--- config.mk ---
export PLATFORM = sky130hd
export DESIGN_NAME = spi_slave_param_if_flat
export DESIGN_NICKNAME = d
export VERILOG_FILES = /design/src/rtl/spi_slave_param_if_if.sv /design/src/rtl/spi_slave_param_if.sv /design/src/flat_wrapper.sv
export SDC_FILE = /design/constraint.sdc
export NUM_CORES = 1
export LEC_CHECK = 0
export BUFFER_PORTS_ARGS = -buffer_cell sky130_fd_sc_hd__clkbuf_2
export CORE_MARGIN = 4
export CORE_UTILIZATION = 55
export CTS_BUF_LIST = sky130_fd_sc_hd__clkbuf_8
export DETAILED_ROUTE_END_ITERATION = 6
export PLACE_DENSITY = 0.77
export SYNTH_ARGS = -nofsm -noshare
export SYNTH_HDL_FRONTEND = slang
export SYNTH_SLANG_ARGS = --single-unit
export TNS_END_PERCENT = 20
--- constraint.sdc ---
create_clock -name clk -period 4.7 [get_ports clk]
set_clock_uncertainty 0.15 [all_clocks]
set_input_delay 0.235 -clock clk [delete_from_list [all_inputs] [get_ports clk]]
set_output_delay 0.235 -clock clk [all_outputs]
set_load 0.02 [all_outputs]
--- src/rtl/spi_slave_param_if_if.sv ---
// Bus bundle for spi_slave_param_if: SPI pins, RAM read-data handshake and status pulses.
interface spi_slave_param_if_if #(
    parameter int unsigned DATA_W = 8
);
    logic              MOSI;
    logic              SS_n;
    logic [DATA_W-1:0] tx_data;
    logic              tx_valid;
    logic              MISO;
    logic [DATA_W+1:0] rx_data;
    logic              rx_valid;
    logic              cmd_err;
    logic              tx_timeout;
    logic [7:0]        abort_cnt;

    modport slave (
        input  MOSI, SS_n, tx_data, tx_valid,
        output MISO, rx_data, rx_valid, cmd_err, tx_timeout, abort_cnt
    );

    modport master (
        output MOSI, SS_n, tx_data, tx_valid,
        input  MISO, rx_data, rx_valid, cmd_err, tx_timeout, abort_cnt
    );
endinterface

--- src/rtl/spi_slave_param_if.sv ---
// SPI slave: receives {cmd[1:0], payload} frames, serves read data after a read-address command.
// Define SPI_SLV_ABORT_CNT_EN to build the saturating aborted-frame counter (abort_cnt tied 0 otherwise).
module spi_slave_param_if #(
    parameter int unsigned DATA_W      = 8,
    parameter int unsigned TX_WAIT_MAX = 15
) (
    input  logic                 clk,
    input  logic                 a_rst,
    spi_slave_param_if_if.slave  bus
);
    localparam int unsigned FRAME_W = DATA_W + 2;
    localparam int unsigned CNT_W   = 5;
    localparam int unsigned WAIT_W  = 8;

    typedef enum logic [2:0] {IDLE, SHIFT, WAIT_TX, SEND, DONE} state_t;

    state_t               state_q, state_d;
    logic [FRAME_W-2:0]   shift_q, shift_d;
    logic [FRAME_W-1:0]   rx_data_q, rx_data_d;
    logic [DATA_W-1:0]    tx_q, tx_d;
    logic [CNT_W-1:0]     bit_cnt_q, bit_cnt_d;
    logic [WAIT_W-1:0]    wait_cnt_q, wait_cnt_d;
    logic                 rd_ok_q, rd_ok_d;
    logic                 miso_q, miso_d;
    logic                 rx_valid_q, rx_valid_d;
    logic                 cmd_err_q, cmd_err_d;
    logic                 tmo_q, tmo_d;
    logic [FRAME_W-1:0]   frame_c;
    logic [1:0]           cmd_c;

    // Frame as it stands including the bit being sampled this edge.
    assign frame_c = {shift_q, bus.MOSI};
    assign cmd_c   = frame_c[FRAME_W-1 -: 2];

    always_comb begin
        state_d    = state_q;
        shift_d    = shift_q;
        rx_data_d  = rx_data_q;
        tx_d       = tx_q;
        bit_cnt_d  = bit_cnt_q;
        wait_cnt_d = wait_cnt_q;
        rd_ok_d    = rd_ok_q;
        miso_d     = 1'b0;
        rx_valid_d = 1'b0;
        cmd_err_d  = 1'b0;
        tmo_d      = 1'b0;

        if (bus.SS_n) begin
            state_d    = IDLE;
            shift_d    = '0;
            bit_cnt_d  = '0;
            wait_cnt_d = '0;
            tx_d       = '0;
        end else begin
            unique case (state_q)
                IDLE: begin
                    shift_d   = frame_c[FRAME_W-2:0];
                    bit_cnt_d = CNT_W'(1);
                    state_d   = SHIFT;
                end
                SHIFT: begin
                    shift_d   = frame_c[FRAME_W-2:0];
                    bit_cnt_d = bit_cnt_q + CNT_W'(1);
                    if (bit_cnt_q == CNT_W'(FRAME_W - 1)) begin
                        shift_d   = '0;
                        bit_cnt_d = '0;
                        state_d   = DONE;
                        if (cmd_c == 2'b11 && !rd_ok_q) begin
                            cmd_err_d = 1'b1;
                        end else begin
                            rx_data_d  = frame_c;
                            rx_valid_d = 1'b1;
                        end
                        if (cmd_c == 2'b10) begin
                            rd_ok_d = 1'b1;
                        end
                        if (cmd_c == 2'b11 && rd_ok_q) begin
                            wait_cnt_d = '0;
                            state_d    = WAIT_TX;
                        end
                    end
                end
                WAIT_TX: begin
                    if (bus.tx_valid) begin
                        miso_d    = bus.tx_data[DATA_W-1];
                        tx_d      = {bus.tx_data[DATA_W-2:0], 1'b0};
                        bit_cnt_d = '0;
                        state_d   = SEND;
                    end else if (wait_cnt_q == WAIT_W'(TX_WAIT_MAX - 1)) begin
                        tmo_d      = 1'b1;
                        rd_ok_d    = 1'b0;
                        wait_cnt_d = '0;
                        state_d    = DONE;
                    end else begin
                        wait_cnt_d = wait_cnt_q + WAIT_W'(1);
                    end
                end
                SEND: begin
                    // MSB already on MISO from the entry edge; DATA_W-1 more bits follow.
                    if (bit_cnt_q == CNT_W'(DATA_W - 1)) begin
                        bit_cnt_d = '0;
                        rd_ok_d   = 1'b0;
                        state_d   = DONE;
                    end else begin
                        miso_d    = tx_q[DATA_W-1];
                        tx_d      = {tx_q[DATA_W-2:0], 1'b0};
                        bit_cnt_d = bit_cnt_q + CNT_W'(1);
                    end
                end
                DONE: begin
                end
                default: begin
                    state_d = IDLE;
                end
            endcase
        end
    end

    always_ff @(posedge clk or posedge a_rst) begin
        if (a_rst) begin
            state_q    <= IDLE;
            shift_q    <= '0;
            rx_data_q  <= '0;
            tx_q       <= '0;
            bit_cnt_q  <= '0;
            wait_cnt_q <= '0;
            rd_ok_q    <= 1'b0;
            miso_q     <= 1'b0;
            rx_valid_q <= 1'b0;
            cmd_err_q  <= 1'b0;
            tmo_q      <= 1'b0;
        end else begin
            state_q    <= state_d;
            shift_q    <= shift_d;
            rx_data_q  <= rx_data_d;
            tx_q       <= tx_d;
            bit_cnt_q  <= bit_cnt_d;
            wait_cnt_q <= wait_cnt_d;
            rd_ok_q    <= rd_ok_d;
            miso_q     <= miso_d;
            rx_valid_q <= rx_valid_d;
            cmd_err_q  <= cmd_err_d;
            tmo_q      <= tmo_d;
        end
    end

    assign bus.MISO       = miso_q;
    assign bus.rx_data    = rx_data_q;
    assign bus.rx_valid   = rx_valid_q;
    assign bus.cmd_err    = cmd_err_q;
    assign bus.tx_timeout = tmo_q;

`ifdef SPI_SLV_ABORT_CNT_EN
    logic [7:0] abort_cnt_q, abort_cnt_d;

    // Only frames cut short while shifting in or out count as aborts.
    always_comb begin
        abort_cnt_d = abort_cnt_q;
        if (bus.SS_n && (state_q == SHIFT || state_q == SEND) && abort_cnt_q != 8'hFF) begin
            abort_cnt_d = abort_cnt_q + 8'd1;
        end
    end

    always_ff @(posedge clk or posedge a_rst) begin
        if (a_rst) begin
            abort_cnt_q <= '0;
        end else begin
            abort_cnt_q <= abort_cnt_d;
        end
    end

    assign bus.abort_cnt = abort_cnt_q;
`else
    assign bus.abort_cnt = 8'h00;
`endif

endmodule

--- src/flat_wrapper.sv ---
// flat-port wrapper written by rule: the top's interface ports become plain ports
module spi_slave_param_if_flat 
#(
    parameter int unsigned DATA_W      = 8,
    parameter int unsigned TX_WAIT_MAX = 15
)
  (clk, a_rst, bus_MOSI, bus_SS_n, bus_tx_data, bus_tx_valid, bus_MISO, bus_rx_data, bus_rx_valid, bus_cmd_err, bus_tx_timeout, bus_abort_cnt);
  spi_slave_param_if_if #(.DATA_W(DATA_W)) bus_i ();
  input  logic clk;
  input  logic a_rst;
  input wire logic [$bits(bus_i.MOSI)-1:0] bus_MOSI;
  input wire logic [$bits(bus_i.SS_n)-1:0] bus_SS_n;
  input wire logic [$bits(bus_i.tx_data)-1:0] bus_tx_data;
  input wire logic [$bits(bus_i.tx_valid)-1:0] bus_tx_valid;
  output wire logic [$bits(bus_i.MISO)-1:0] bus_MISO;
  output wire logic [$bits(bus_i.rx_data)-1:0] bus_rx_data;
  output wire logic [$bits(bus_i.rx_valid)-1:0] bus_rx_valid;
  output wire logic [$bits(bus_i.cmd_err)-1:0] bus_cmd_err;
  output wire logic [$bits(bus_i.tx_timeout)-1:0] bus_tx_timeout;
  output wire logic [$bits(bus_i.abort_cnt)-1:0] bus_abort_cnt;
  assign bus_i.MOSI = bus_MOSI;
  assign bus_i.SS_n = bus_SS_n;
  assign bus_i.tx_data = bus_tx_data;
  assign bus_i.tx_valid = bus_tx_valid;
  assign bus_MISO = bus_i.MISO;
  assign bus_rx_data = bus_i.rx_data;
  assign bus_rx_valid = bus_i.rx_valid;
  assign bus_cmd_err = bus_i.cmd_err;
  assign bus_tx_timeout = bus_i.tx_timeout;
  assign bus_abort_cnt = bus_i.abort_cnt;
  spi_slave_param_if #(.DATA_W(DATA_W), .TX_WAIT_MAX(TX_WAIT_MAX)) u_core (.clk(clk), .a_rst(a_rst), .bus(bus_i));
endmodule
# After elaboration in Yosys (flattened, before gate mapping)

Cells that the tools add are included.

Bits of input ports: 13
Bits in latches: 0
Memories: 0
ROM bits: 0
RAM bits: 0
Bits in registers: 48

Multiply operators: 0
Order comparisons: 0
Eq/ne operators: 22
Divide/modulo/power cells: 0
$add $sub $neg: 2
Muxes and demuxes: 47
Shift operators: 0
Bitwise logic cells: 2
Reduce and logical (&&, ||, !) cells: 15

Operators with widths:

| operator                                                              | number |
|---|---|
| 8-bit 2-to-1 mux                                                      | 8 |
| 8-bit one-hot mux with 2 select lines                                 | 2 |
| 1-bit 2-to-1 mux                                                      | 20 |
| 5-bit 2-to-1 mux                                                      | 4 |
| 5-bit one-hot mux with 4 select lines                                 | 1 |
| 3-bit 2-to-1 mux                                                      | 6 |
| 9-bit 2-to-1 mux                                                      | 2 |
| 9-bit one-hot mux with 2 select lines                                 | 1 |
| 3-bit one-hot mux with 5 select lines                                 | 1 |
| 4-bit AND reduction                                                   | 3 |
| 3-bit nonzero test                                                    | 4 |
| 3-bit by 2-bit != test with 1-bit output, second input constant       | 3 |
| 3-bit != test, second input constant                                  | 3 |
| 8-bit by 1-bit adder with 8-bit output, second input constant         | 1 |
| 8-bit by 4-bit equality test with 1-bit output, second input constant | 1 |
| 2-bit by 1-bit != test with 1-bit output, second input constant       | 4 |
| 7-bit AND reduction                                                   | 1 |
| 3-bit by 2-bit equality test with 1-bit output, second input constant | 2 |
| 5-bit by 1-bit adder with 5-bit output, second input constant         | 1 |
| 5-bit by 3-bit equality test with 1-bit output, second input constant | 1 |
| 5-bit by 4-bit equality test with 1-bit output, second input constant | 1 |
| 5-bit nonzero test                                                    | 1 |
| 2-bit equality test, second input constant                            | 2 |
| 2-bit != test, second input constant                                  | 2 |
| 11 further kinds                                                      | 13 |

# Logic depth before layout (Yosys ltp)

Gate-level depths: netlist of run 1.

Depth in word-level cells: 6
Mapped depth: 7
Gate-level depth less buffers: 6

# Worst setup path before layout of run 1

Ideal clock, no wire load.

Path kind: reg-to-reg
Start point: reg u_core.bit_cnt_q[1]
End point: reg u_core.rx_data_q[0] (netlist: u_core.bus.rx_data[0])
Clock period less this slack: 1.980 ns
Stages on the path, launching flop included: 8
Path slack: 2.720 ns
Arrival time: 1.706 ns
Path through: dfrtp_1 -> inv_1 -> ha_1 -> and4bb_2 -> nand2b_1 -> nor4_4 -> buf_4 -> mux2_2

Cells in the longest elaborated chain, start to end: 2

RTL lines:

| item                                           | line                      | source |
|---|---|---|
| start: declaration                             | spi_slave_param_if.sv:21  | `logic [CNT_W-1:0] bit_cnt_q, bit_cnt_d;` |
| start signal: assignment                       | spi_slave_param_if.sv:137 | `bit_cnt_q <= bit_cnt_d;` |
| 5-bit by 4-bit equality test with 1-bit output | spi_slave_param_if.sv:64  | `if (bit_cnt_q == CNT_W'(FRAME_W - 1)) begin` |
| 4-bit AND reduction (no line)                  | --                        |  |
| end signal: assignment                         | spi_slave_param_if.sv:135 | `rx_data_q <= rx_data_d;` |
| end: declaration                               | spi_slave_param_if.sv:19  | `logic [FRAME_W-1:0] rx_data_q, rx_data_d;` |

No other way between the ends.
A chain may end at the register's enable or synchronous reset.

# Worst setup path after layout of run 1

Start point: reg u_core.state_q[0]
End point: reg u_core.rx_data_q[4] (netlist: u_core.bus.rx_data[4])

Cells in the longest elaborated chain, start to end: 2

RTL lines:

| item                                           | line                      | source |
|---|---|---|
| start: declaration                             | spi_slave_param_if.sv:17  | `state_t state_q, state_d;` |
| start signal: assignment                       | spi_slave_param_if.sv:133 | `state_q <= state_d;` |
| 3-bit by 1-bit equality test with 1-bit output | spi_slave_param_if.sv:55  | `unique case (state_q)` |
| 4-bit AND reduction (no line)                  | --                        |  |

No other way between the ends.

==> metrics.md, run 1 <==
| Metric | Value |
|---|---|
| Crit-path cells | `nand2b_1 > nor4_4 > mux2_2` |
| Max-slew headroom | `36.7%` |
| Number of iterations in the first detailed-routing pass | `4` |
| Drt wl/cell | `15.6 microns` |
| Crit Path Max Fanout | `16` |
| Port bufs | `26` |
| Top FF cell, synth | `dfrtp_1` |
| Clock tree sinks | `47` |
| Routing usage on met3 | `4.27%` |
| Top-area cell type share of the netlist area | `47.9%` |
| Cell count after synthesis | `between 200 and 250` |
| Dpl hpwl | `3250 microns` |
| Placed cell count | `around 300` |
| Crit. End Element | `flop` |
| Min-Delay Path Class | `primary input to async pin` |
| Mapped cell area | `2450 sq um` |
| Vias | `1,826` |
| WP data required | `4.74 ns` |
| CTS tree | `yes` |
| Worst Tran Pin Value | `about 0.95 ns` |
| Cell family with most CP delay | `simple AND/OR/NAND/NOR gates` |
| DRC viols | `0` |
| Maximum vdd ir drop | `0.244 mV` |
| Crit path largest cell delay | `0.68 ns` |
| Antenna Violating Nets Remaining | `0` |
| Area contributors post-synth | `dfrtp_1 48%, mux2_2 4.6%, a22o_1 4.3%` |
| Layout cells sized above 1 | `21.9%` |
| EDFF count, synth | `0` |
| Synthesis-to-layout area growth | `9.54%` |
| Async S/R FF share, synth | `100%` |
| Diode count | `0` |
| Critical Path AT | `between 2 and 2.5 ns` |
| Die area | `approximately 5600 sq um` |
| H-tree Lvls | `2` |
| TritonCTS Buffers | `5` |
| Final setup fails | `0` |
| Cts repair resizes | `0` |
| Grt ovf | `0` |
| CTS Root Cell | `clkbuf_8` |
| Core ar. | `roughly 4300 sq um` |
| Hold slack | `-0.0313 ns` |
| Initial DRC Count | `between 80 and 90` |
| Slowest CP cell | `dfrtp_1` |
| WP buf/inv | `0` |
| First-pass GRT wire length | `8380 microns` |
| Reg clk slew, reported paths | `~0.09 ns` |
| Gr busiest metal | `met2` |
| Register bit total from synthesis | `47` |
| Final WL | `4800 microns` |
| Starting Density | `56.7%` |
| Result of the run | `complete, but fails checks` |
| Placer Congestion | `around 0.83` |
| Seq/Total Area, Yosys | `47.9%` |
| Met2 Track Usage GR | `29.1%` |
| Synth cell count leaders | `47 x dfrtp_1, 22 x nor2_1, 13 x nand2_1, 12 x a22o_1, 12 x nand3_1` |
| Drt via density | `just under 6` |
| Most common cell in the netlist | `dfrtp_1` |
| Syn avg cell area | `10.5 sq um` |
| Clock latency on the worst-skew pair | `0.31 ns` |
| Synth warn | `0` |
| Final Util | `just over 60%` |
| Post-route setup TNS | `0 ns` |
| Worst-case clock buffer depth | `2` |
| Slew Limit Fails | `0` |
| Chip Height | `74.8 microns` |
| GRT Total Usage | `19.1%` |
| Post-CTS Setup Bufs | `0` |
| Post-DP Area | `2560 sq um` |
| Final design area excluding fillers | `approximately 2700 sq um` |
| Maximum clock frequency | `0.423 GHz` |
| GR met1 Demand/Resource | `27.4%` |
| Layout Nets | `~270` |
| Vias in the first global route | `1,821` |
| CP Class | `flop to flop` |
| IO Pins | `35` |
| Die Span X | `74.8 microns` |
| Yosys cell types | `51` |
| Post-synth top area cell | `dfrtp_1` |
| Critical path startpoint category | `flop` |
| Tot Pwr | `~760 uW` |
| Max cap viols | `0` |
| Antenna violations before repair | `0` |
| Post-route insts no fill | `a little over 300` |
| Largest net degree at the start of global routing | `48` |
| Violated checks | `negative hold slack` |
| Final period util | `50.3%` |
| Leakage Power | `0.00126 uW` |
| RSZ-0062 raised after global routing | `no` |
| Min Tclk post-route | `2.37 ns` |
| Row cnt | `24` |
| Final hold viol count | `46` |
| PD cells | `282 nW/um^2` |
worst paths after layout:
check | startpoint | end | slack (ns) | cells after the start
setup reg to reg | u_core.state_q[0]$_DFFE_PP0P_ | u_core.bus.rx_data[4]$_DFFE_PP0P_ | 2.33 | 3
hold / removal | a_rst | u_core.wait_cnt_q[3]$_DFFE_PP0P_ | -0.03 | 2
max in group asynchronous | a_rst | u_core.tx_q[1]$_DFFE_PP0P_ | 3.83 | 2
hold reg to reg | u_core.bus.rx_data[1]$_DFFE_PP0P_ | u_core.bus.rx_data[1]$_DFFE_PP0P_ | 0.36 | 1
setup / recovery | u_core.state_q[0]$_DFFE_PP0P_ | u_core.bus.rx_data[4]$_DFFE_PP0P_ | 2.33 | 3
min in group clk | bus_tx_data[5] | u_core.tx_q[6]$_DFFE_PP0P_ | 0.02 | 3
cell usage in the layout, fill, tap and decap left out, types with 3 or more instances in the layout:
master    netlist  layout
a21oi_1         5       5
a22o_1         12      12
a311oi_1        7       7
a31oi_1         3       3
and3_1          6       6
clkbuf_2        0      26
clkbuf_8        0       5
conb_1          1       8
dfrtp_1        47      47
ha_1            4       4
inv_1           6       5
mux2_2         10      10
nand2_1        13      13
nand2b_1        4       4
nand3_1        12      12
nand4b_1        3       3
nor2_1         22      22
nor3_1          4       4
o21ai_0        10      10
or3_1           4       4
metrics by stage:
step / setup slack, ns / hold WS (ns)
floorplan: 2.72 / 0.218
global placement: 2.39 / 0.319
detailed placement: 2.37 / 0.332
CTS: 2.33 / 0.00587
global route: 2.17 / 0.0224
finish: 2.33 / -0.0313
where the power goes:
part,leakage [uW],internal (uW),switching [uW],total [uW]
clock network,0.0000587,161,143,305
logic,0.000549,11.8,30.1,41.9
registers,0.000649,407,4.96,412
layer usage:
layer	vias up	wire length, microns	share of wire [%]
met5	-	0	0
met4	0	61	1.3
met3	7	194	4.0
met2	39	2220	46
met1	880	2320	48
li1	900	-	-
kinds of logic (layout without fill, tap and decap cells):
kind of cell	Yosys count	in the layout	synth area share, %
AOI/OAI and AO/OA	57	57	18.2
adders and majority gates	4	4	2.04
buffers and inverters	25	41	5.56
DFF	47	47	47.9
muxes	10	10	4.59
other	1	8	0.153
and+or+nand+nor	89	89	21.6
registers in the layout, indices dropped and copies added, names as in the netlist:
name,cells
u_core.bus.rx_data,10
u_core.shift_q,9
u_core.wait_cnt_q,8
u_core.tx_q,7
u_core.bit_cnt_q,5
u_core.state_q,3
u_core.bus.MISO,1
u_core.bus.cmd_err,1
u_core.bus.rx_valid,1
u_core.bus.tx_timeout,1
u_core.rd_ok_q,1
what timing repair did:
item | CTS | global route
endpoints found under the setup margin | 0 | 0
hold endpoints to repair | 1 | 0
hold buffers | 1 | 0
area by class of cell:
class                   instances  area, sq um
clock inverters                 3         47.5
repair buffers                 27          140
clock buffers                   5         68.8
flip-flops and latches         47         1180
inverters                       6         22.5
multi-input cells             168         1170
well taps                      52         65.1
fillers                       389         1640
No activity file was read; power rests on OpenSTA's default activity.
==> run 2: changes to the inputs <==
Clock period 4.7 ns to 2.3 ns, I/O delays scaled along.
==> run 2 against run 1 <==
  * The run now ends clean
  * Design area grew 7.7%
  * Total power grew 110%
  * Utilization grew 4.8 points
  * Die area is the same
  * First-iteration DRC count grew 93%
  * Register-to-register slack lost 2.1 ns
  * Via count grew 5.4%
  * Combinational power grew to 2.6 times the previous value
  * Maximum frequency grew 14%
  * Sequential share of layout area shrank 3.1 points
  * Sequential cell count is the same
  * Clock power grew 100%
==> metrics.md, run 2 (synthesized netlist as in run 1, its figures left out) <==
| Metric | Value |
|---|---|
| Slowest CP cell | `dfrtp_1` |
| Met2 wire length | `2440 microns (+9.8%)` |
| Starting Density | `56.7% (unchanged)` |
| Hold buffer count at cts | `9 (+8)` |
| WP data required | `2.33 ns (-2.41 ns)` |
| Crit path largest cell delay | `0.41 ns (-0.27 ns)` |
| Cts repair resizes | `0 (unchanged)` |
| Synthesis-to-layout area growth | `18.0%` |
| Antenna Violating Nets Remaining | `0 (unchanged)` |
| Clock tree sinks | `47 (unchanged)` |
| Vias | `1,925 (+5.4%)` |
| Die area | `5590 sq um (unchanged)` |
| Post-CTS Setup Bufs | `0 (unchanged)` |
| WP buf/inv | `2 (+2)` |
| First-pass GRT wire length | `8700 microns (+3.8%)` |
| Final setup fails | `0 (unchanged)` |
| DRC viols | `0 (unchanged)` |
| Clock latency on the worst-skew pair | `0.31 ns (about the same)` |
| Worst setup margin | `0.216 ns (-2.12 ns)` |
| M1 wire length | `2460 microns (+5.8%)` |
| Vias in the first global route | `1,887 (+3.6%)` |
| Hold slack | `0.0403 ns (+0.0717 ns)` |
| Setup WS pre-CTS | `0.212 ns (-2.16 ns)` |
| Largest net degree at the start of global routing | `20 (-58%)` |
| Max-slew headroom | `58.4% (+22 points)` |
| DR WL met3 | `215 microns (+11%)` |
| Switching portion of total power | `23.5% (about the same)` |
| RSZ-0062 raised after global routing | `no` |
| Final period util | `90.6% (+40 points)` |
| CTS Root Cell | `clkbuf_8` |
| Crit Path Max Fanout | `11 (-5)` |
| CP Class | `flop to flop` |
| Diode count | `0 (unchanged)` |
| Crit-path cells | `inv_1 > ha_1 > and4bb_2 > nand2b_1 > nor4_4 > buf_4 > mux2_2` |
| Most frequent cells in the layout | `47 x dfrtp_1, 26 x clkbuf_2, 22 x nor2_1, 17 x buf_4, 13 x nand2_1` |
| GRT Total Usage | `20.1% (+0.93 points)` |
| PD cells | `543 nW/um^2 (+92%)` |
| Fillcell total | `353 (-9.3%)` |
| Port bufs | `26 (unchanged)` |
| CTS tree | `yes` |
| Commonest non-fill, non-tap cell in the layout | `dfrtp_1` |
| Switching pwr | `369 uW (+110%)` |
| Layout cells sized above 1 | `26.0% (+4.1 points)` |
| Core ar. | `4320 sq um (unchanged)` |
| Hold path start | `bus_tx_data[7]` |
| Critical path startpoint category | `flop` |
| Cell depth of the worst flop-to-flop path | `7 (+4)` |
| Chip Height | `74.8 microns (unchanged)` |
| Layout Nets | `297 (+9.2%)` |
| Final WL | `5160 microns (+7.4%)` |
| TritonCTS Buffers | `5 (unchanged)` |
| Drt wl/cell | `15.5 microns (-0.69%)` |
| Combinational power share | `7.0% (+1.5 points)` |
| Cell family with most CP delay | `simple AND/OR/NAND/NOR gates` |
| Hold depth | `4` |
| Grt ovf | `0 (unchanged)` |
| Number of iterations in the first detailed-routing pass | `4 (unchanged)` |
| IO Pins | `35 (unchanged)` |
| Worst Tran Pin Value | `0.622 ns (-0.327 ns)` |
| Post-route setup TNS | `0 ns (unchanged)` |
| RR Startpoint | `u_core.bit_cnt_q[1]$_DFFE_PP0P_` |
| Die Span X | `74.8 microns (unchanged)` |
| Antenna violations before repair | `0 (unchanged)` |
| Critical Path AT | `2.12 ns (-0.28 ns)` |
| Crit. End Element | `flop` |
| Result of the run | `finished, final reports clean` |
| Seq pwr share | `53.5% (-0.9 points)` |
| H-tree Lvls | `2 (unchanged)` |
| Drt via density | `5.78 (-2.5%)` |
| Maximum vdd ir drop | `0.348 mV (+42%)` |
| Highest routed layer | `met4` |
| Maximum clock frequency | `0.480 GHz (+14%)` |
| Final hold viol count | `0 (-100%)` |
| Initial DRC Count | `166 (+93%)` |
| Reg-to-reg endpoint | `u_core.bus.rx_data[4]$_DFFE_PP0P_` |
| Placer Congestion | `0.868 (+5.0%)` |
| Leakage Power | `0.00137 uW (+9.2%)` |
| Row cnt | `24 (unchanged)` |
| Reg clk slew, reported paths | `0.09 ns (about the same)` |
| Proportion of power drawn by the clock network | `39.5% (-0.6 points)` |
| Pint | `1200 uW (+110%)` |
| Max reg flops | `10 (unchanged)` |
| Min Tclk post-route | `2.08 ns (-0.281 ns)` |
| Dpl hpwl | `3630 microns (+12%)` |
| Flop-to-flop setup slack | `0.22 ns (-2.12 ns)` |
| Min-Delay Path Class | `primary input to flop` |
| Max cap viols | `0 (unchanged)` |
| Slew Limit Fails | `0 (unchanged)` |
| Sink of the worst hold path | `u_core.bus.MISO$_DFF_PP0_` |
| Worst-case clock buffer depth | `2 (unchanged)` |
==> run 2: changes by cell type in the layout (fill, tap and decap cells not counted) <==
cell,previous run,this run
clkinv_4,1,0
dlygate4sd3_1,1,9
buf_4,0,17
clkinvlp_4,0,1
==> run 2: tightest hold or removal path, delay by kind of cell <==
kind | cells | cell delay, ns
buffers and inverters | 1 | 0.08
AOI/OAI and AO/OA | 1 | 0.06
and+or+nand+nor | 2 | 0.20
==> run 2: layout make-up <==
type,count,area [sq um],share of cell area (%)
multi-input cells,168,1170,40.3
clock inverters,3,46.3,1.60
clock buffers,5,68.8,2.38
inverters,6,22.5,0.778
flip-flops and latches,47,1180,40.6
well taps,52,65.1,2.25
repair buffers,52,348,12.0
==> run 2: routing by layer <==
metal,track usage [%],vias up
met3,4.14,5
met1,28.4,925
li1,-,953
met4,4.74,0
met5,0,-
met2,31.9,42
==> run 2: through the flow <==
stage          instances  utilization [%]  cell area [sq um]  total power (uW)
3_5_place_dp         316             62.2               2690               956
2_1_floorplan        240                -               2480               929
3_3_place_gp         316             62.2               2690               954
5_1_grt              333             66.9               2890              1630
6_report             333             66.9               2890              1570
4_1_cts              333             66.9               2890              1580
==> run 2: power groups by stage <==
stage | sequential, uW | combinational (uW) | clock, uW
2_1_floorplan | 856 | 72.5 | 0
3_3_place_gp | 857 | 96.7 | 0
3_5_place_dp | 858 | 98.0 | 0
4_1_cts | 841 | 111 | 630
5_1_grt | 843 | 124 | 664
6_report | 841 | 110 | 620
==> run 2: how the worst max path moves through the flow <==
stage | startpoint | to | depth (start not counted)
final | u_core.bit_cnt_q[1]$_DFFE_PP0P_ | u_core.bus.rx_data[4]$_DFFE_PP0P_ | 7
after global routing | u_core.state_q[2]$_DFFE_PP0P_ | u_core.tx_q[3]$_DFFE_PP0P_ | 6
after CTS | u_core.bit_cnt_q[1]$_DFFE_PP0P_ | u_core.bus.rx_data[4]$_DFFE_PP0P_ | 7
after detailed placement | u_core.bit_cnt_q[1]$_DFFE_PP0P_ | u_core.bus.rx_data[2]$_DFFE_PP0P_ | 7
after global placement | u_core.bit_cnt_q[1]$_DFFE_PP0P_ | u_core.bus.rx_data[0]$_DFFE_PP0P_ | 7
after floorplan | u_core.bit_cnt_q[1]$_DFFE_PP0P_ | u_core.bus.rx_data[0]$_DFFE_PP0P_ | 7
